[config.mk]
export PLATFORM = sky130hd
export DESIGN_NAME = bsearch_ctrl
export DESIGN_NICKNAME = d
export VERILOG_FILES = /design/src/rtl/bsearch_ctrl.sv
export SDC_FILE = /design/constraint.sdc
export NUM_CORES = 1
export LEC_CHECK = 0
export BUFFER_PORTS_ARGS = -buffer_cell sky130_fd_sc_hd__buf_4
export CAP_MARGIN = 30
export CORE_ASPECT_RATIO = 2
export CORE_MARGIN = 2
export CORE_UTILIZATION = 23
export CTS_CLUSTER_DIAMETER = 120
export DETAILED_ROUTE_END_ITERATION = 16
export GPL_TIMING_DRIVEN = 0
export SLEW_MARGIN = 20
export SYNTH_ARGS = -nofsm -noshare
export SYNTH_HDL_FRONTEND = slang
export SYNTH_SLANG_ARGS = --single-unit
[constraint.sdc]
create_clock -name clk -period 7.95 [get_ports clk]
set_input_delay 0.795 -clock clk [delete_from_list [all_inputs] [get_ports clk]]
set_output_delay 0.795 -clock clk [all_outputs]
set_load 0.1 [all_outputs]
[src/rtl/bsearch_ctrl.sv]
// Sequencing controller for a binary search over a sorted 2^ADDR_W-entry memory.
// Issues probe addresses, waits out the datapath latency and narrows [lo, hi] from the compare flags.
module bsearch_ctrl #(
  parameter int ADDR_W = 5,
  parameter int LAT    = 2
) (
  input  logic              clk,
  input  logic              rst_n,
  input  logic              start,
  input  logic              found_in,
  input  logic              greater_in,
  output logic [ADDR_W-1:0] search_addr,
  output logic              busy,
  output logic              done,
  output logic              hit,
  output logic [ADDR_W-1:0] result_addr,
  output logic [3:0]        probes
);

  localparam int WCW = (LAT > 1) ? $clog2(LAT) : 1;
  localparam logic [ADDR_W:0]   ONE      = (ADDR_W+1)'(1);
  localparam logic [ADDR_W:0]   TOP      = (ADDR_W+1)'((1 << ADDR_W) - 1);
  localparam logic [ADDR_W-1:0] MAX_ADDR = {ADDR_W{1'b1}};

  typedef enum logic [2:0] {IDLE, PROBE, WAIT, EVAL, DONE} state_t;

  state_t          state;
  logic [ADDR_W:0] lo;
  logic [ADDR_W:0] hi;
  logic [3:0]      pcnt;
  logic [WCW-1:0]  wcnt;

  logic [ADDR_W-1:0] mid;
  logic [ADDR_W:0]   lo_up;
  logic [ADDR_W:0]   hi_dn;
  logic              miss_end;

  // lo + hi never exceeds 2^(ADDR_W+1)-2, so ADDR_W+1 bits hold the sum
  always_comb begin
    mid      = ADDR_W'((lo + hi) >> 1);
    lo_up    = {1'b0, search_addr} + ONE;
    hi_dn    = {1'b0, search_addr} - ONE;
    miss_end = 1'b0;
    if (greater_in) begin
      miss_end = (search_addr == MAX_ADDR) || (lo_up > hi);
    end else begin
      miss_end = (search_addr == '0) || (lo > hi_dn);
    end
  end

  always_ff @(posedge clk or negedge rst_n) begin
    if (!rst_n) begin
      state       <= IDLE;
      lo          <= '0;
      hi          <= '0;
      pcnt        <= '0;
      wcnt        <= '0;
      search_addr <= '0;
      busy        <= 1'b0;
      done        <= 1'b0;
      hit         <= 1'b0;
      result_addr <= '0;
      probes      <= '0;
    end else begin
      case (state)
        IDLE: begin
          done <= 1'b0;
          if (start) begin
            lo          <= '0;
            hi          <= TOP;
            pcnt        <= '0;
            hit         <= 1'b0;
            result_addr <= '0;
            probes      <= '0;
            busy        <= 1'b1;
            state       <= PROBE;
          end
        end
        PROBE: begin
          search_addr <= mid;
          wcnt        <= WCW'(LAT - 1);
          state       <= WAIT;
        end
        WAIT: begin
          if (wcnt == '0) state <= EVAL;
          else            wcnt  <= wcnt - 1'b1;
        end
        EVAL: begin
          // probes/hit are loaded together with done so they are valid during the pulse
          pcnt <= pcnt + 1'b1;
          if (found_in) begin
            hit         <= 1'b1;
            result_addr <= search_addr;
            probes      <= pcnt + 1'b1;
            done        <= 1'b1;
            state       <= DONE;
          end else begin
            if (greater_in) begin
              if (search_addr != MAX_ADDR) lo <= lo_up;
            end else begin
              if (search_addr != '0) hi <= hi_dn;
            end
            if (miss_end) begin
              probes <= pcnt + 1'b1;
              done   <= 1'b1;
              state  <= DONE;
            end else begin
              state <= PROBE;
            end
          end
        end
        DONE: begin
          done  <= 1'b0;
          busy  <= 1'b0;
          state <= IDLE;
        end
        default: state <= IDLE;
      endcase
    end
  end

endmodule

Word level (Yosys, flattened, before mapping)
Cells that the tools add are included.
{ "word_totals": {"ram_bits": 0, "out_inout_bits": 17, "input_bits": 5, "mem_bits_ro": 0, "wordCells": 85, "n_memories": 0, "register_bits": 37, "latchBits": 0} }
{ "op_classes": {"shifts": 0, "muxes": 34, "n_reduce_logical": 18, "n_mul": 0, "add_sub_neg": 5, "eq_ne": 15, "n_lt_le_gt_ge": 2, "div": 0, "bitwise_logic": 0} }
{ "ops": {"columns": ["op", "count"], "rows": [
  ["$mux W6", 8],
  ["$pmux W6 S2", 2],
  ["$ne A2 B2 Y1 const B", 8],
  ["$pmux W4 S2", 2],
  ["$gt A6 B6 Y1", 2],
  ["$mux W3", 4],
  ["$mux W4", 3],
  ["$pmux W3 S4", 1],
  ["$mux W5", 2],
  ["$pmux W5 S2", 1],
  ["$reduce_and A5 Y1", 2],
  ["$pmux W1 S2", 4],
  ["$reduce_and A2 Y1", 4],
  ["$reduce_bool A2 Y1", 4],
  ["$mux W1", 7],
  ["$add A5 B1 Y6 const B", 1],
  ["$add A6 B6 Y6", 1],
  ["$eq A3 B2 Y1 const B", 2],
  ["$reduce_and A3 Y1", 2],
  ["$sub A5 B1 Y6 const B", 1],
  ["$eq A5 B5 Y1 const B", 1],
  ["$logic_not A5 Y1", 1],
  ["$ne A5 B5 Y1 const B", 1],
  ["$reduce_bool A5 Y1", 1],
  ["other kinds (8)", 9]
]} }

Logic depth before layout (Yosys ltp)
{ "depth": {"depth_word": 7, "ltp_mapped": 12, "depth_no_buf": 11} }

Least setup slack after synthesis
No wires, ideal clock.
{ "synth_timing": {"path_type": "reg2reg", "startpoint": "reg search_addr[0]", "endpoint": "reg probes[0]", "arrival_ns": 3.111, "path_slack_ns": 4.759, "required_ns": 7.870, "stages_incl_launch_ff": 13, "n_path_buf": 1, "period_less_slack_ns": 3.191, "cell_sequence": "dfrtp_1 > clkbuf_1 > inv_1 > ha_1 > nand2_1 > xor2_1 > ha_1 > nand4_1 > a21oi_2 > o32ai_2 > a22oi_2 > o21ai_4 > mux2i_1"} }
{ "synth_via": {"elab_chain_len": 6} }
{ "synth_lines": {"columns": ["item", "line_no", "rtl"], "rows": [
  ["from (decl)", "12", "output logic [ADDR_W-1:0] search_addr,"],
  ["from (signal assigned)", "80", "search_addr <= mid;"],
  ["$sub A5 B1 Y6 / $add A5 B1 Y6 (equally long branches)", "42, 41", null],
  ["$gt A6 B6 Y1 (on tied branches)", "47, 45", null],
  ["$logic_or A1 B1 Y1 (on tied branches)", "47, 45", null],
  ["$mux W1 (*)", "44", "if (greater_in) begin"],
  ["$ne A3 B3 Y1 (no source line) (*)", null, null],
  ["$reduce_and A3 Y1 (no source line) (*)", null, null],
  ["to (signal assigned)", "94", "probes <= pcnt + 1'b1;"],
  ["to (signal assigned)", "104", "probes <= pcnt + 1'b1;"],
  ["to (decl)", "17", "output logic [3:0] probes"]
]} }
Mark *: on every way between the ends. The rest lies on a longest branch, timed or not.
A chain may end at the register's enable or synchronous reset.

Worst setup path after layout
{ "layout_timing": {"startpoint": "reg search_addr[0]", "endpoint": "reg probes[1]"} }
The elaborated chain is that of the path after synthesis.

==> results.md <==
* Final-report hold violation count at 0
* WP data arrival at 3.26 ns
* Synth top cells by count: 41 x nand2_1, 37 x dfrtp_1, 21 x ha_1, 19 x o21ai_0, 15 x inv_1
* Setup violators final at 0
* Most common cell in the netlist: nand2_1
* Setup crit end kind: register
* DR WL/cell at 14.0 µm
* Synth warn at 0
* CTS clk-pin slew, worst paths at 0.06 ns
* Critical Path RT at 8.16 ns
* Post-Syn Area at 0.00228 mm²
* Die height at 145 µm
* Vias in the first global route at 1874
* NumNets Final at 288
* Worst Clk Skew at 0.00701 ns
* Area delta synth->final at 22.5%
* Multi-input gate area at 0.00123 mm²
* First-pass GRT wire length at 9190 µm
* Routed Antenna Nets at 0
* Post-layout min period at 3.05 ns
* CTS Hold Buffers Added at 0
* CTS tree: yes
* Most common flop cell mapped by yosys: dfrtp_1
* Clk Latency, worst-skew pair at 0.29 ns
* Crit Path Class: reg2reg
* Final Cycle Share at 38.4%
* Count of flip-flops with a built-in enable after synthesis at 0
* Dpl hpwl at 4340 µm
* R2r startpoint: search_addr[0]
* Mapped Nets at 260
* DRC Markers at 0
* Max Cap Viol at 0
* FILL cells at 1087
* Worst-Margin Slew at 0.497 ns
* 1st-pass router iterations at 4
* Post-cts sizing count at 0
* Final setup TNS at 0 ns
* Largest net degree at the start of global routing at 38
* GPL Wtd Cong at 0.933
* Initial antenna violation count at 0
* Root Driver: clkbuf_16
* CP Launch Type: register
* Hold Crit Class: in2async
* Peak Freq at 0.328 GHz
* RSZ-0062 raised after global routing: false
* FF+latch count, synth at 37
* Antenna cells at 0
* Longest Clk Path Bufs at 2
* Iter 0 DRT Violations at 33
* Slew headroom at 66.9%
* Register area share after synthesis at 40.6%
* Vias at 1734
* Worst Setup SP: search_addr[0]
* Die Wd at 74.4 µm
* # Post-CTS Setup Buffers at 0
* Ys async rst share at 100%
* Total CTS buffers at 5
* Post-DR vias/cell at 4.40
* Synth cell types at 45
* Average size of a mapped cell at 9.78 µm²
* Fin. max-slew vios at 0
* Area leader, netlist: dfrtp_1
* Synth top area share at 40.6%
* Reg area at 926 µm²
* Core ar. at 0.00970 mm²
* # rows at 51
* Clock tree sinks at 37
* Initial Util at 23.5%
* Global Route Usage Sum at 11.6%
* I/O Pins at 22
* Die area at 0.0108 mm²
* CP max FO at 9
* H-tree levels at 2
* Port Buf Inserts at 21
* Layout cells sized above 1 at 22.9%
* Synth top area cells: dfrtp_1 41%, ha_1 12%, nand2_1 6.8%, o21ai_0 4.2%, xor2_1 2.7%
* Grt ovf at 0
* Final WL at 5530 µm
* Final Util at 28.8%
* Outcome: finished, final reports clean
* Syn Inst Count at 233
[cells in the final DEF, fill, tap and decap left out, types with 5 or more instances in the layout]
| master | netlist | final |
|---|---|---|
| inv_1 | 15 | 15 |
| dfrtp_1 | 37 | 37 |
| buf_2 | 5 | 5 |
| a21oi_1 | 7 | 7 |
| o21ai_0 | 19 | 19 |
| buf_4 | 0 | 21 |
| nor2_1 | 10 | 10 |
| xor2_1 | 7 | 7 |
| clkbuf_16 | 0 | 5 |
| o21ai_1 | 7 | 7 |
| xnor2_1 | 6 | 6 |
| nand2_1 | 41 | 41 |
| ha_1 | 21 | 21 |
[layer usage]
metal	global-route usage [%]	wire length, µm	vias to the layer above	part of all wire (%)
met5	0	0	-	0
met2	21.4	3130	25	57
met3	2.15	129	16	2.3
li1	-	-	850	-
met1	11.2	1940	843	35
met4	7.80	333	0	6.0
[per-stage QoR]
step | cell area [µm²] | cells | hold slack (ns) | setup WS, ns
2_1_floorplan | 2280 | 233 | 0.469 | 4.76
3_3_place_gp | 2600 | 386 | 0.474 | 4.96
3_5_place_dp | 2600 | 386 | 0.475 | 4.84
4_1_cts | 2790 | 394 | 0.488 | 4.82
5_1_grt | 2790 | 394 | 0.495 | 4.63
6_report | 2790 | 394 | 0.453 | 4.90
[registers in the layout (all words and copies together), names as in the netlist]
| name | cells |
|---|---|
| result_addr | 5 |
| lo | 6 |
| busy | 1 |
| search_addr | 5 |
| probes | 4 |
| pcnt | 4 |
| done | 1 |
| hi | 6 |
| wcnt | 1 |
| state | 3 |
| hit | 1 |
[critical path, cell delays in order, from the launching register on]
cell,delay (ns)
dfrtp_1,0.42
clkbuf_1,0.37
inv_1,0.15
ha_1,0.26
nand2_1,0.09
xor2_1,0.25
ha_1,0.29
nand4_1,0.15
a21oi_2,0.05
o32ai_2,0.27
a22oi_2,0.16
o21ai_4,0.27
mux2i_1,0.23
[cell families (layout without fill, tap and decap cells)]
| group | after synthesis | in the layout | synth area share (%) |
|---|---|---|---|
| DFF | 37 | 37 | 40.6 |
| and+or+nand+nor | 78 | 78 | 17.2 |
| AOI/OAI and AO/OA | 54 | 54 | 17.4 |
| buffers and inverters | 25 | 54 | 5.55 |
| xor gates and xnor gates | 13 | 13 | 5.00 |
| adders and majority gates | 22 | 22 | 12.4 |
| muxes | 4 | 4 | 1.76 |
[final timing paths]
check,slack [ns],end,cells past startpoint
setup / recovery,4.90,probes[1],12
hold / removal,0.45,search_addr[0],1
setup reg to reg,4.90,probes[1],12
hold reg to reg,0.50,hit,2
max in group asynchronous,7.14,probes[1],1
min in group clk,0.50,hit,2
[cell type report]
type	instances	share of cell area (%)
plain buffers	10	2.51
clock buffers	5	4.48
clock inverters	3	2.33
inverters	15	2.02
multi-input cells	171	43.9
flip-flops and latches	37	33.2
well taps	132	5.92
repair buffers	21	5.65
Power is not shown: default switching activity piles up to over one toggle a cycle in this logic, so the estimate is an artifact.
